File: src/rtl/muldiv_sequencer.sv
// muldiv_sequencer: one-at-a-time RV32M multiply/divide sequencer.
// Multiplies finish after a fixed latency. Divides use a restoring radix-2
// loop on operand magnitudes followed by a sign fix-up cycle. Divide by zero
// and signed overflow bypass the loop and respond on the next cycle.
module muldiv_sequencer #(
  parameter int MUL_LATENCY = 2
) (
  input  logic        clk,
  input  logic        rst,
  input  logic        req_valid,
  output logic        req_ready,
  input  logic [2:0]  req_op,
  input  logic [31:0] req_rs1,
  input  logic [31:0] req_rs2,
  input  logic [4:0]  req_tag,
  output logic        resp_valid,
  input  logic        resp_ready,
  output logic [31:0] resp_result,
  output logic [4:0]  resp_tag,
  input  logic        flush,
  output logic        busy
);

  localparam logic [2:0] S_IDLE = 3'd0;
  localparam logic [2:0] S_MUL  = 3'd1;
  localparam logic [2:0] S_DIV  = 3'd2;
  localparam logic [2:0] S_FIX  = 3'd3;
  localparam logic [2:0] S_RESP = 3'd4;

  logic [2:0]  state;
  logic [2:0]  op_q;
  logic [31:0] opa_q;      // mul: rs1; div: quotient/dividend shift register
  logic [31:0] opb_q;      // mul: rs2; div: divisor magnitude
  logic [31:0] rem_q;
  logic [5:0]  cnt;
  logic [2:0]  mul_cnt;
  logic        neg_q;
  logic        neg_r;

  // op 0 low word; op 1 signed x signed; op 2 signed x unsigned; op 3 unsigned x unsigned
  function automatic logic [31:0] mul_calc(input logic [2:0] op,
                                           input logic [31:0] a,
                                           input logic [31:0] b);
    logic [63:0] ea;
    logic [63:0] eb;
    logic [63:0] p;
    ea = (op == 3'd3) ? {32'b0, a} : {{32{a[31]}}, a};
    eb = op[1] ? {32'b0, b} : {{32{b[31]}}, b};
    p  = ea * eb;
    return (op[1:0] == 2'd0) ? p[31:0] : p[63:32];
  endfunction

  // Request-side decode of the divide special cases and operand magnitudes
  logic        div_signed;
  logic        div_rem;
  logic        div_zero;
  logic        div_ovf;
  logic [31:0] rs1_mag;
  logic [31:0] rs2_mag;
  logic [31:0] mul_now;

  // NOTE: every signal driven here gets a value on every path, so no latch is inferred.
  always_comb begin
    div_signed = ~req_op[0];
    div_rem    = req_op[1];
    div_zero   = (req_rs2 == 32'd0);
    div_ovf    = div_signed && (req_rs1 == 32'h8000_0000) && (req_rs2 == 32'hFFFF_FFFF);
    rs1_mag    = (div_signed && req_rs1[31]) ? -req_rs1 : req_rs1;
    rs2_mag    = (div_signed && req_rs2[31]) ? -req_rs2 : req_rs2;
    mul_now    = mul_calc(req_op, req_rs1, req_rs2);
  end

  // One restoring step: shift in the next dividend bit, subtract if it fits
  logic [32:0] shifted;
  logic [32:0] trial;
  logic [31:0] fix_result;

  always_comb begin
    shifted    = {rem_q, opa_q[31]};
    trial      = shifted - {1'b0, opb_q};
    fix_result = op_q[1] ? (neg_r ? -rem_q : rem_q)
                         : (neg_q ? -opa_q : opa_q);
  end

  assign req_ready = (state == S_IDLE);
  assign busy      = (state != S_IDLE);

  // Sequencer state, datapath and registered response
  // NOTE: sequential state uses non-blocking assignments so every register samples pre-edge values.
  always_ff @(posedge clk) begin
    if (rst) begin
      // NOTE: only control and visible outputs are reset; operand/datapath registers are always loaded before use.
      state       <= S_IDLE;
      resp_valid  <= 1'b0;
      resp_result <= 32'd0;
      resp_tag    <= 5'd0;
      cnt         <= 6'd0;
    end else if (flush) begin
      state      <= S_IDLE;
      resp_valid <= 1'b0;
    end else begin
      case (state)
        S_IDLE: begin
          if (req_valid) begin
            op_q     <= req_op;
            resp_tag <= req_tag;
            if (!req_op[2]) begin
              opa_q   <= req_rs1;
              opb_q   <= req_rs2;
              mul_cnt <= 3'(MUL_LATENCY - 2);
              if (MUL_LATENCY == 1) begin
                resp_result <= mul_now;
                resp_valid  <= 1'b1;
                state       <= S_RESP;
              end else begin
                state <= S_MUL;
              end
            end else if (div_zero) begin
              resp_result <= div_rem ? req_rs1 : 32'hFFFF_FFFF;
              resp_valid  <= 1'b1;
              state       <= S_RESP;
            end else if (div_ovf) begin
              resp_result <= div_rem ? 32'd0 : 32'h8000_0000;
              resp_valid  <= 1'b1;
              state       <= S_RESP;
            end else begin
              opa_q <= rs1_mag;
              opb_q <= rs2_mag;
              rem_q <= 32'd0;
              neg_q <= div_signed && (req_rs1[31] ^ req_rs2[31]);
              neg_r <= div_signed && req_rs1[31];
              cnt   <= 6'd31;
              state <= S_DIV;
            end
          end
        end
        S_MUL: begin
          if (mul_cnt == 3'd0) begin
            resp_result <= mul_calc(op_q, opa_q, opb_q);
            resp_valid  <= 1'b1;
            state       <= S_RESP;
          end else begin
            mul_cnt <= mul_cnt - 3'd1;
          end
        end
        S_DIV: begin
          rem_q <= trial[32] ? shifted[31:0] : trial[31:0];
          opa_q <= {opa_q[30:0], ~trial[32]};
          if (cnt == 6'd0) begin
            state <= S_FIX;
          end else begin
            cnt <= cnt - 6'd1;
          end
        end
        S_FIX: begin
          resp_result <= fix_result;
          resp_valid  <= 1'b1;
          state       <= S_RESP;
        end
        S_RESP: begin
          if (resp_ready) begin
            resp_valid <= 1'b0;
            state      <= S_IDLE;
          end
        end
        default: begin
          resp_valid <= 1'b0;
          state      <= S_IDLE;
        end
      endcase
    end
  end

endmodule
File: config.mk
export PLATFORM = sky130hd
export DESIGN_NAME = muldiv_sequencer
export DESIGN_NICKNAME = d
export VERILOG_FILES = /design/src/rtl/muldiv_sequencer.sv
export SDC_FILE = /design/constraint.sdc
export NUM_CORES = 2
export LEC_CHECK = 0
export ABC_AREA = 1
export BUFFER_PORTS_ARGS = -buffer_cell sky130_fd_sc_hd__buf_2
export CAP_MARGIN = 30
export CORE_ASPECT_RATIO = 1.4
export CORE_MARGIN = 10
export CORE_UTILIZATION = 50
export DETAILED_ROUTE_END_ITERATION = 10
export GPL_TIMING_DRIVEN = 0
export HOLD_SLACK_MARGIN = 0.08
export PLACE_DENSITY = 0.64
export SYNTH_ARGS = -nofsm -noshare
export SYNTH_HDL_FRONTEND = slang
export SYNTH_SLANG_ARGS = --single-unit
File: constraint.sdc
create_clock -name clk -period 22.9 [get_ports clk]
set_input_delay 4.58 -clock clk [delete_from_list [all_inputs] [get_ports clk]]
set_output_delay 4.58 -clock clk [all_outputs]
set_load 0.01 [all_outputs]
==> flow_summary_export.csv <==
group,metric,value,unit
cts,cts_made_buffers,17,
routing,drc_errors,0,
die,start_util,50.3,%
worst_setup_path,ff2ff_setup_slack,11070,ps
worst_setup_path,crit_path_max_fanout,10,
grt,grt_max_degree,33,
sta,skew,21.6,ps
worst_setup_path,worstRegToRegCells,31,
logic_synthesis,syn_nets,10100,
logic_synthesis,yosys.area.top_type_share,44.9,%
cts,cts-resized-gates,0,
cells_and_area,layout_commonest_cell,"inv_1",
routing,vias_per_cell,5.60,
logic_synthesis,ys_seq_area_share,6.43,%
worst_setup_path,required,23360,ps
worst_setup_path,crit_end,"resp_result[24]$_SDFFE_PP0P_",
sta,timing.final.crit_share,51.7,%
worst_setup_path,worst_ep_arrival_time,12290,ps
die,chipHeight,441,um
logic_synthesis,async_flop_share,0,%
cells_and_area,num-fill-cells,12300,
routing,drtIter0Drc,5927,
sta,hold_ws,500,ps
die,die_area,141000,um^2
die,die_width,320,um
logic_synthesis,synth_largest_area_cell,"fa_1",
cts,htree_levels,4,
placed_design,dpl.cell_count,10100,
sta,finalMaxSlewViolations,0,
logic_synthesis,synth_ff_type,"edfxtp_1",
worst_setup_path,cp_slowest_cell,"clkbuf_1",
sta,rsz0062_at_grt,"false",
cts,clkSinkCount,151,
sta,max_slew.worst_pin.slew,1180,ps
worst_setup_path,timing.rr.end,"resp_result[24]$_SDFFE_PP0P_",
worst_setup_path,start_kind,"register",
placed_design,gp_congestion,1.08,
die,pin_count,117,
worst_setup_path,cpMostUsedCell,"fa_1",
routing,wl_per_cell,29.6,um
logic_synthesis,synth_area,63200,um^2
cts,cts_root_buf,"clkbuf_16",
cts,cts_tree,"yes",
sta,max_slew_margin,21.5,%
sta,finalCriticalPeriod,11830,ps
logic_synthesis,ys_types,57,
logic_synthesis,synth_edf_count,104,
worst_setup_path,rr_startpoint,"opa_q[31]$_DFFE_PP_",
worst_setup_path,startpoint,"opa_q[31]$_DFFE_PP_",
routing,ant_nets,0,
cells_and_area,synthToLayoutAreaGrowth,8.09,%
cts,cts_max_path_buffers,2,
cts,ctsHoldBuffers,0,
cts,postCtsSetupBuffers,0,
routing,via_count,56900,
sta,tns,0,ps
grt,antenna_found_initial,15,
logic_synthesis,syn_area_per_cell,7.65,um^2
logic_synthesis,synth_area_leaders,"fa_1, inv_1, nand2_1",
cells_and_area,drive_above_1_share,4.63,%
grt,grt_usage,43.3,%
die,num_rows,154,
cells_and_area,final_cell_mix,"inv_1, nand2_1, fa_1, nor2_1, ha_1",
cells_and_area,final_nets,10300,
logic_synthesis,ys_warn_count,0,
run_status,outcome,"completed",
worst_setup_path,cpPeakStageDelay,880,ps
hold_path,min_path_type,"register to register",
grt,grt_pass1_vias,59600,
logic_synthesis,synth_cells,8251,
placed_design,hpwl,260000,um
sta,hold_viol_final,0,
worst_setup_path,crit_type,"register to register",
sta,timing.fmax,84.5,MHz
sta,setup_violations,0,
cells_and_area,fin_cells,10200,
cts,clock_latency,540,ps
cts,clkTransAtPathRegs,90,ps
routing,dr.pass1.iters,6,
grt,grt_pass1_wl,426000,um
hold_path,hold_start,"cnt[5]$_SDFFE_PP0P_",
run,maxCapViolCount,0,
placed_design,portBuffers,115,
worst_setup_path,endpoint_kind,"register",
logic_synthesis,ys_ff_latch,151,
routing,wl,300000,um
die,core,126000,um^2
grt,overflow,0,
cell families (layout without fill, tap and decap cells):
kind of cell / Yosys count / after routing / share of synthesized area [%]
adder cells (fa/ha/maj): 1770 / 1770 / 51.9
XOR/XNOR: 121 / 121 / 1.68
other: 0 / 19 / 0
flip-flops: 151 / 151 / 6.43
AO/OA/AOI/OAI: 626 / 626 / 5.46
buffers and inverters: 2946 / 3203 / 17.6
AND/OR/NAND/NOR: 2637 / 2637 / 16.9
synth_stat cells (55+ instances only):
cell type     n
edfxtp_1    104
nand3_1     200
a21oi_1     232
inv_1      2599
nand4_1      55
fa_1       1418
nor2_1      501
ha_1        352
xor2_1       87
nand2_1    1747
clkbuf_1    265
o21ai_0     238
how the worst min path moves through the flow:
stage	to	slack, ps	depth (start not counted)
finish	cnt[5]$_SDFFE_PP0P_	500	2
floorplan	cnt[5]$_SDFFE_PP0P_	470	2
CTS	resp_valid$_SDFFE_PN0P_	500	2
global placement	cnt[5]$_SDFFE_PP0P_	480	2
detailed placement	resp_valid$_SDFFE_PN0P_	490	2
global route	cnt[3]$_SDFFE_PP0P_	520	2
cell type report:
class / count / area (um^2) / share of cell area (%)
diodes: 19 / 47.5 / 0.0696
repair buffers: 225 / 2320 / 3.40
inverters: 2619 / 9830 / 14.4
multi-input cells: 5154 / 48000 / 70.3
flip-flops and latches: 151 / 4060 / 5.95
clock buffers: 17 / 425 / 0.623
clock inverters: 15 / 200 / 0.293
plain buffers: 327 / 1320 / 1.94
well taps: 1638 / 2050 / 3.00
worst max-delay path: cells and delay by family (launching register included):
kind	cells	cell delay, ps
AND/OR/NAND/NOR	5	1110
AO/OA/AOI/OAI	5	1180
adder cells (fa/ha/maj)	11	6050
flip-flops	1	430
buffers and inverters	10	2960
flip-flops by register name, summed over array words and instances (netlist names):
register and flops:
rem_q 32, opb_q 32, resp_valid 1, neg_q 1, resp_result 32, op_q 3, opa_q 32, neg_r 1
state 3, resp_tag 5, cnt 6, mul_cnt 3
per-stage QoR:
stage | worst slack (ps) | util [%] | instance area, um^2
after global routing | 10830 | 54.3 | 68200
final | 11070 | 54.3 | 68300
after global placement | 10810 | 52.4 | 65800
after floorplan | 13920 | - | 63200
after CTS | 11360 | 54.2 | 68100
after detailed placement | 11380 | 53.7 | 67500
per-layer routing:
layer | vias to the layer above | GRT usage, % | wire [um]
li1 | 24000 | - | -
met1 | 28100 | 46.5 | 96900
met2 | 3581 | 68.5 | 135000
met3 | 1187 | 9.06 | 27500
met4 | 4 | 45.9 | 40700
met5 | - | 0 | 33
Power is left out: the tool's default activity adds up to more than one toggle a clock period on the data nets, which glitch-free logic cannot reach.
